File: config.mk
export PLATFORM = sky130hd
export DESIGN_NAME = jpeg_dma_seq
export DESIGN_NICKNAME = d
export VERILOG_FILES = /design/src/rtl/jpeg_dma_seq.sv
export SDC_FILE = /design/constraint.sdc
export NUM_CORES = 1
export LEC_CHECK = 0
export BUFFER_PORTS_ARGS = -buffer_cell sky130_fd_sc_hd__clkbuf_2
export CORE_ASPECT_RATIO = 1.25
export CORE_MARGIN = 3
export CORE_UTILIZATION = 40
export DETAILED_ROUTE_END_ITERATION = 10
export PLACE_DENSITY_LB_ADDON = 0.08
export SYNTH_ARGS = -nofsm -noshare
export SYNTH_HDL_FRONTEND = slang
export SYNTH_SLANG_ARGS = --single-unit
File: constraint.sdc
create_clock -name clk_i -period 5.59 [get_ports clk_i]
set_input_delay 1.3975 -clock clk_i [delete_from_list [all_inputs] [get_ports clk_i]]
set_output_delay 1.3975 -clock clk_i [all_outputs]
set_load 0.01 [all_outputs]
File: src/rtl/jpeg_dma_seq.sv
// -----------------------------------------------------------------------------
// jpeg_dma_seq -- hardware block sequencer in front of jpeg_dma.
//
// Takes over the per-block start / start-next-block writes that the CPU would
// otherwise issue. It gates each next block on a consumer handshake, counts
// blocks, and raises a level interrupt at frame end. While the sequencer is
// idle, CPU accesses to DMA offsets 0..4 pass straight through.
//
// Optional build macro: JPEG_DMA_SEQ_TIMEOUT_EN adds a POLL watchdog that
// aborts the frame (err=1, irq=1) after TIMEOUT_CYC cycles without dct_ready.
//
// Ports:
//   clk_i, rst_i          clock, asynchronous active-high reset
//   wb_adr_i/dat_i/we_i   CPU slave access (offset = wb_adr_i[4:2])
//   seqen_i               CPU access to the DMA/sequencer window
//   wb_dat_o              CPU read data
//   dma_adr_o/dat_o/we_o  to jpeg_dma slave port
//   dma_en_o              to jpeg_dma dmaen_i
//   dma_dat_i             jpeg_dma read data (bit0 running, bit1 dct_ready)
//   blk_ready_o           a DCT block is available to the consumer
//   blk_done_i            one-cycle pulse: consumer drained the block
//   irq_o                 frame-done / error interrupt (level)
// -----------------------------------------------------------------------------
module jpeg_dma_seq #(
  parameter int BLKCNT_W    = 16,
  parameter int TIMEOUT_CYC = 4096
) (
  input  logic        clk_i,
  input  logic        rst_i,
  input  logic [31:0] wb_adr_i,
  input  logic [31:0] wb_dat_i,
  input  logic        wb_we_i,
  input  logic        seqen_i,
  output logic [31:0] wb_dat_o,
  output logic [31:0] dma_adr_o,
  output logic [31:0] dma_dat_o,
  output logic        dma_we_o,
  output logic        dma_en_o,
  input  logic [31:0] dma_dat_i,
  output logic        blk_ready_o,
  input  logic        blk_done_i,
  output logic        irq_o
);

  typedef logic [BLKCNT_W-1:0] cnt_t;

  localparam cnt_t CNT_ONE = cnt_t'(1);

  localparam logic [2:0] S_IDLE  = 3'd0;
  localparam logic [2:0] S_START = 3'd1;
  localparam logic [2:0] S_POLL  = 3'd2;
  localparam logic [2:0] S_HOLD  = 3'd3;
  localparam logic [2:0] S_NEXT  = 3'd4;
  localparam logic [2:0] S_DONE  = 3'd5;

  localparam logic [2:0] OFS_EBX    = 3'd2;
  localparam logic [2:0] OFS_EBY    = 3'd3;
  localparam logic [2:0] OFS_CTRL   = 3'd5;
  localparam logic [2:0] OFS_STATUS = 3'd6;
  localparam logic [2:0] OFS_BLKCNT = 3'd7;

  // jpeg_dma CTRL register lives at offset 4 (byte address 0x10).
  localparam logic [31:0] DMA_CTRL_ADR = 32'h0000_0010;

  // The watchdog counter is 13 bits wide; reject limits it cannot reach.
  if (TIMEOUT_CYC < 1 || TIMEOUT_CYC > 8191) begin : g_bad_timeout
    $error("jpeg_dma_seq: TIMEOUT_CYC must be in 1..8191");
  end

  logic [2:0] state_q, state_d;
  cnt_t       blk_cnt_q, blk_cnt_d;
  cnt_t       total_q, total_d;
  logic       blk_ready_q, blk_ready_d;
  logic       irq_q, irq_d;
  logic       err_q, err_d;
  logic [7:0] shx_q, shx_d;
  logic [7:0] shy_q, shy_d;

`ifdef JPEG_DMA_SEQ_TIMEOUT_EN
  localparam logic [12:0] WD_LAST = 13'(TIMEOUT_CYC - 1);
  logic [12:0] wdog_q, wdog_d;
`endif

  logic [2:0] ofs;
  logic       busy;
  logic       dma_win;
  logic       ctrl_wr;
  logic       go, irq_clr, abort;

  assign ofs     = wb_adr_i[4:2];
  assign busy    = (state_q != S_IDLE);
  assign dma_win = seqen_i && (ofs <= 3'd4);
  assign ctrl_wr = seqen_i && wb_we_i && (ofs == OFS_CTRL);
  assign go      = ctrl_wr && wb_dat_i[0];
  assign irq_clr = ctrl_wr && wb_dat_i[1];
  assign abort   = ctrl_wr && wb_dat_i[2];

  assign blk_ready_o = blk_ready_q;
  assign irq_o       = irq_q;

  // Next-state logic.
  always_comb begin
    // NOTE: every variable assigned here starts from its hold value, so no
    // branch can leave one unassigned and infer a latch.
    state_d     = state_q;
    blk_cnt_d   = blk_cnt_q;
    total_d     = total_q;
    blk_ready_d = blk_ready_q;
    irq_d       = irq_q;
    err_d       = err_q;
    shx_d       = shx_q;
    shy_d       = shy_q;
`ifdef JPEG_DMA_SEQ_TIMEOUT_EN
    wdog_d      = wdog_q;
`endif

    // Shadow the frame extent as the CPU programs it through the window.
    if (!busy && dma_win && wb_we_i) begin
      if (ofs == OFS_EBX) shx_d = wb_dat_i[7:0];
      if (ofs == OFS_EBY) shy_d = wb_dat_i[7:0];
    end

    case (state_q)
      S_IDLE: begin
        if (go) begin
          state_d   = S_START;
          blk_cnt_d = '0;
          err_d     = 1'b0;
          // Truncates to BLKCNT_W; zero means 2^BLKCNT_W blocks because the
          // DONE test below is an equality on a wrapping counter.
          total_d   = (cnt_t'(shx_q) + CNT_ONE) * (cnt_t'(shy_q) + CNT_ONE);
        end
      end
      S_START: begin
        state_d = S_POLL;
`ifdef JPEG_DMA_SEQ_TIMEOUT_EN
        wdog_d  = '0;
`endif
      end
      S_POLL: begin
        if (dma_dat_i[1]) begin
          state_d     = S_HOLD;
          blk_ready_d = 1'b1;
          blk_cnt_d   = blk_cnt_q + CNT_ONE;
        end
`ifdef JPEG_DMA_SEQ_TIMEOUT_EN
        else if (wdog_q == WD_LAST) begin
          state_d = S_IDLE;
          err_d   = 1'b1;
          irq_d   = 1'b1;
        end else begin
          wdog_d = wdog_q + 13'd1;
        end
`endif
      end
      S_HOLD: begin
        if (blk_done_i) begin
          state_d     = S_NEXT;
          blk_ready_d = 1'b0;
        end
      end
      S_NEXT: begin
        state_d = (blk_cnt_q == total_q) ? S_DONE : S_POLL;
`ifdef JPEG_DMA_SEQ_TIMEOUT_EN
        wdog_d  = '0;
`endif
      end
      S_DONE: begin
        state_d = S_IDLE;
        irq_d   = 1'b1;
      end
      default: state_d = S_IDLE;
    endcase

    // Abort wins over anything the FSM decided this cycle; jpeg_dma itself
    // is left alone and must be re-armed by software.
    if (abort && busy) begin
      state_d     = S_IDLE;
      blk_ready_d = 1'b0;
      err_d       = 1'b1;
      irq_d       = irq_q;
    end

    if (irq_clr) irq_d = 1'b0;
  end

  // DMA port mux and CPU read data.
  always_comb begin
    dma_adr_o = '0;
    dma_dat_o = '0;
    dma_we_o  = 1'b0;
    dma_en_o  = 1'b0;
    wb_dat_o  = '0;

    case (state_q)
      S_IDLE: begin
        if (dma_win) begin
          dma_adr_o = wb_adr_i;
          dma_dat_o = wb_dat_i;
          dma_we_o  = wb_we_i;
          dma_en_o  = 1'b1;
          wb_dat_o  = dma_dat_i;
        end
      end
      S_START: begin
        dma_adr_o = DMA_CTRL_ADR;
        dma_dat_o = 32'h1;
        dma_we_o  = 1'b1;
        dma_en_o  = 1'b1;
      end
      S_POLL: begin
        dma_adr_o = DMA_CTRL_ADR;
        dma_en_o  = 1'b1;
      end
      S_NEXT: begin
        dma_adr_o = DMA_CTRL_ADR;
        dma_dat_o = 32'h2;
        dma_we_o  = 1'b1;
        dma_en_o  = 1'b1;
      end
      default: ;
    endcase

    if (seqen_i) begin
      case (ofs)
        OFS_STATUS: wb_dat_o = {28'b0, err_q, irq_q, blk_ready_q, busy};
        OFS_BLKCNT: wb_dat_o = 32'(blk_cnt_q);
        default: ;
      endcase
    end
  end

  // NOTE: state is updated only with non-blocking assignments so every
  // register samples the pre-edge values regardless of statement order.
  always_ff @(posedge clk_i or posedge rst_i) begin
    if (rst_i) begin
      state_q     <= S_IDLE;
      blk_cnt_q   <= '0;
      total_q     <= '0;
      blk_ready_q <= 1'b0;
      irq_q       <= 1'b0;
      err_q       <= 1'b0;
      shx_q       <= '0;
      shy_q       <= '0;
`ifdef JPEG_DMA_SEQ_TIMEOUT_EN
      wdog_q      <= '0;
`endif
    end else begin
      state_q     <= state_d;
      blk_cnt_q   <= blk_cnt_d;
      total_q     <= total_d;
      blk_ready_q <= blk_ready_d;
      irq_q       <= irq_d;
      err_q       <= err_d;
      shx_q       <= shx_d;
      shy_q       <= shy_d;
`ifdef JPEG_DMA_SEQ_TIMEOUT_EN
      wdog_q      <= wdog_d;
`endif
    end
  end

endmodule
==> flow_summary.toml <==
[logic_synthesis]
synth_warnings = 0
synth-main-ff-cell = "dfrtp_1"
syn_area_per_cell_sq_um = 8.34
yosysUniqueCellTypes = 49
synthCells = 726
async_reset_ff_share_pct = 100
syn_area_sq_um = 6050
synth_nets = 910
ys_seq_area_share_pct = 22.3
synth_edf_count = 0
ys_ff_latch = 54

[power_and_ir_drop]
power_leakage_nw = 3.89
p_seq_share_pct = 13.1
switching_share_pct = 51.3
power_switching_mw = 2.66
combPwrFrac_pct = 80.0
power_density_nw_per_um2 = 696
ir_drop_mv = 0.522
power_frac_clock_pct = 6.9
p_int_mw = 2.53

[finish]
syn_to_final_growth_pct = 23.3
drive_above_1_share_pct = 27.4
diodes = 0
final_area_sq_um = 7460
stdcell_count = 1101
final_net_count = 1106

[sta]
fin_hold_ws_ps = 502
fmax_mhz = 188
skew_ps = 6.03
relSlewSlack_pct = 42.3
worst_pin_slew_ps = 866
fin_crit_ps = 5320
fin_crit_sh_pct = 95.2
final_max_slew_viol_count = 0
fin_ws_ps = 269
tns_ps = 0
finalHoldViolCount = 0
setup_viol = 0
rsz0062_at_grt = "no"

[clock_tree]
hold_buffers = 0
cts_setup_buffers = 0
root_buffer = "clkbuf_16"
cts_max_level = 2
numCtsBuffers = 5
path_clk_slew_ps = 70
cts.sinks = 54
clk_latency_ps = 300
tritoncts = "done"
clockBufferDepth = 2

[place]
io_buffers = 200
dp_slack_ps = 237
gp_congestion = 0.830
place_area_sq_um = 7300
dp_hpwl_microns = 15100
dp_cells = 1093

[grt]
grt_overflow = 0
grt_pass1_vias = 5486
track_usage_pct = 21.1
grt_pass1_wl_microns = 27600
grt_max_degree = 65
antenna_found_initial = 0

[setup_path]
crit_fanout = 5
worstPathCellList = "ha_1 > nand2_1 > nor2_1 > xnor2_1 > nand2_1 > fa_1 > inv_1 > fa_1 > fa_1 > inv_1 > fa_1 > inv_1 > ha_1 > a2111o_1 > o221ai_1 > o21ai_1 > o31ai_1 > xnor2_1 > o21ai_1"
crit_family = "adder cells"
critPathArrivalTime_ps = 5490
crit_path_top_delay_cell = "fa_1"
crit_path_start_kind = "flop"
cpMostUsedCell = "fa_1"
critical_path_class = "reg2reg"
timing.critical_path.buf_inv = 3
critical_path.max_stage_delay_ps = 550
cp-end-kind = "flop"
cp.required_ps = 5760

[worst_hold_path]
hp-class = "reg2reg"

[run]
cap_violations = 0

[detailed_routing]
remaining_drc_errors = 0
ant_nets = 0
drt_wl_total_microns = 17400
wl_per_cell_microns = 15.8
drt-initial-drc-count = 173
dr.pass1.iters = 5
vias = 5506
vias_per_cell = 5.00

[status]
status = "finished clean"

[die]
die_h_microns = 144
core_area_sq_um = 14600
num_rows = 49
initial_utilization_pct = 41.5
ios = 201
die-area_sq_um = 16700
die_w_microns = 116
-- cell usage in the layout, fill, tap and decap left out, types with 3 or more instances in the layout --
cell type	Yosys	final
a21oi_1	19	19
a22oi_1	12	12
and2_1	82	82
and3_1	9	8
buf_4	0	17
clkbuf_16	0	5
clkbuf_2	1	200
dfrtp_1	54	54
fa_1	49	49
ha_1	34	34
inv_1	85	84
mux2_2	14	14
mux2i_1	4	4
nand2_1	87	87
nand2b_1	16	16
nand3_1	10	10
nand4_1	8	8
nor2_1	64	64
nor2b_1	24	24
o21ai_0	29	28
o31ai_1	3	3
or2_2	3	3
or3_1	4	4
xnor2_1	36	36
xor2_1	23	23
-- what timing repair did --
item                                    in CTS  in global routing
gates resized for setup                      0                  1
endpoints found under the setup margin       0                  1
endpoints found under the hold margin        0                  0
-- power by group through the flow --
stage / combinational [mW] / clock, mW / sequential, mW
after detailed placement: 4.18 / 0 / 0.693
after global routing: 4.85 / 0.380 / 0.707
after floorplan: 3.22 / 0 / 0.623
after CTS: 4.24 / 0.367 / 0.685
after global placement: 4.11 / 0 / 0.686
final: 4.15 / 0.357 / 0.683
-- cell type report --
type	count	area (sq um)
clock buffer	5	125
clock inverter	3	43.8
fill	1442	7130
inverter	86	323
multi-input combinational	558	4270
sequential	54	1350
tap	178	223
timing repair buffer	217	1130
-- through the flow --
stage / power [mW] / util [%]
final: 5.19 / 51.2
after global routing: 5.94 / 51.2
after CTS: 5.29 / 51.2
after detailed placement: 4.87 / 50.0
after global placement: 4.80 / 50.0
after floorplan: 3.84 / -
-- sequential cells by signal (all words and copies together) (netlist names) --
name         flops
total_q         16
shx_q            8
state_q          3
blk_cnt_q       16
err_q            1
shy_q            8
blk_ready_o      1
irq_o            1
-- cell usage after synthesis, types with 10 or more instances --
master / count / share of area, %
dfrtp_1: 54 / 22
nor2_1: 64 / 4.0
nand2_1: 87 / 5.4
and2_1: 82 / 8.5
xnor2_1: 36 / 5.2
nor2b_1: 24 / 2.5
nand2b_1: 16 / 1.7
clkbuf_1: 23 / 1.4
o21ai_0: 29 / 2.4
inv_1: 85 / 5.3
mux2_2: 14 / 2.6
xor2_1: 23 / 3.3
a21oi_1: 19 / 1.6
nand3_1: 10 / 0.83
a22oi_1: 12 / 1.5
fa_1: 49 / 16
ha_1: 34 / 7.0
-- worst paths after layout --
check	start	endpoint	slack, ps	depth (start not counted)
hold / removal	err_q$_DFFE_PP0P_	err_q$_DFFE_PP0P_	500	2
min in group asynchronous	rst_i	total_q[0]$_DFFE_PP0P_	1280	3
hold reg to reg	err_q$_DFFE_PP0P_	err_q$_DFFE_PP0P_	500	2
max in group asynchronous	rst_i	total_q[14]$_DFFE_PP0P_	3860	3
setup reg to reg	shx_q[0]$_DFFE_PP0P_	total_q[15]$_DFFE_PP0P_	270	19
setup / recovery	shx_q[0]$_DFFE_PP0P_	total_q[15]$_DFFE_PP0P_	270	19
-- cell families after synthesis --
family                   after synthesis  share of synthesized area (%)
AO/OA/AOI/OAI                         77                           7.96
XOR/XNOR                              59                           8.53
adder cells (fa/ha/maj)               83                           23.2
buffers and inverters                114                           7.17
flip-flops                            54                           22.3
multiplexers                          18                           3.27
AND/OR/NAND/NOR                      321                           27.5
-- worst reg2reg max path, stage by stage, from the launching register on --
cell and delay, ps:
dfrtp_1 410, ha_1 280, nand2_1 110, nor2_1 250, xnor2_1 290, nand2_1 150
fa_1 550, inv_1 50, fa_1 460, fa_1 490, inv_1 50, fa_1 530
inv_1 40, ha_1 220, a2111o_1 390, o221ai_1 280, o21ai_1 160, o31ai_1 260
xnor2_1 160, o21ai_1 80
-- routing by layer --
| layer | share of wire, % | up-vias | global-route usage (%) |
|---|---|---|---|
| met5 | 0 | - | 0 |
| met4 | 2.4 | 0 | 5.80 |
| met3 | 3.9 | 22 | 2.19 |
| met2 | 57 | 144 | 43.1 |
| met1 | 37 | 2640 | 22.4 |
| li1 | - | 2700 | - |
Power figures use the tool's default switching activity.
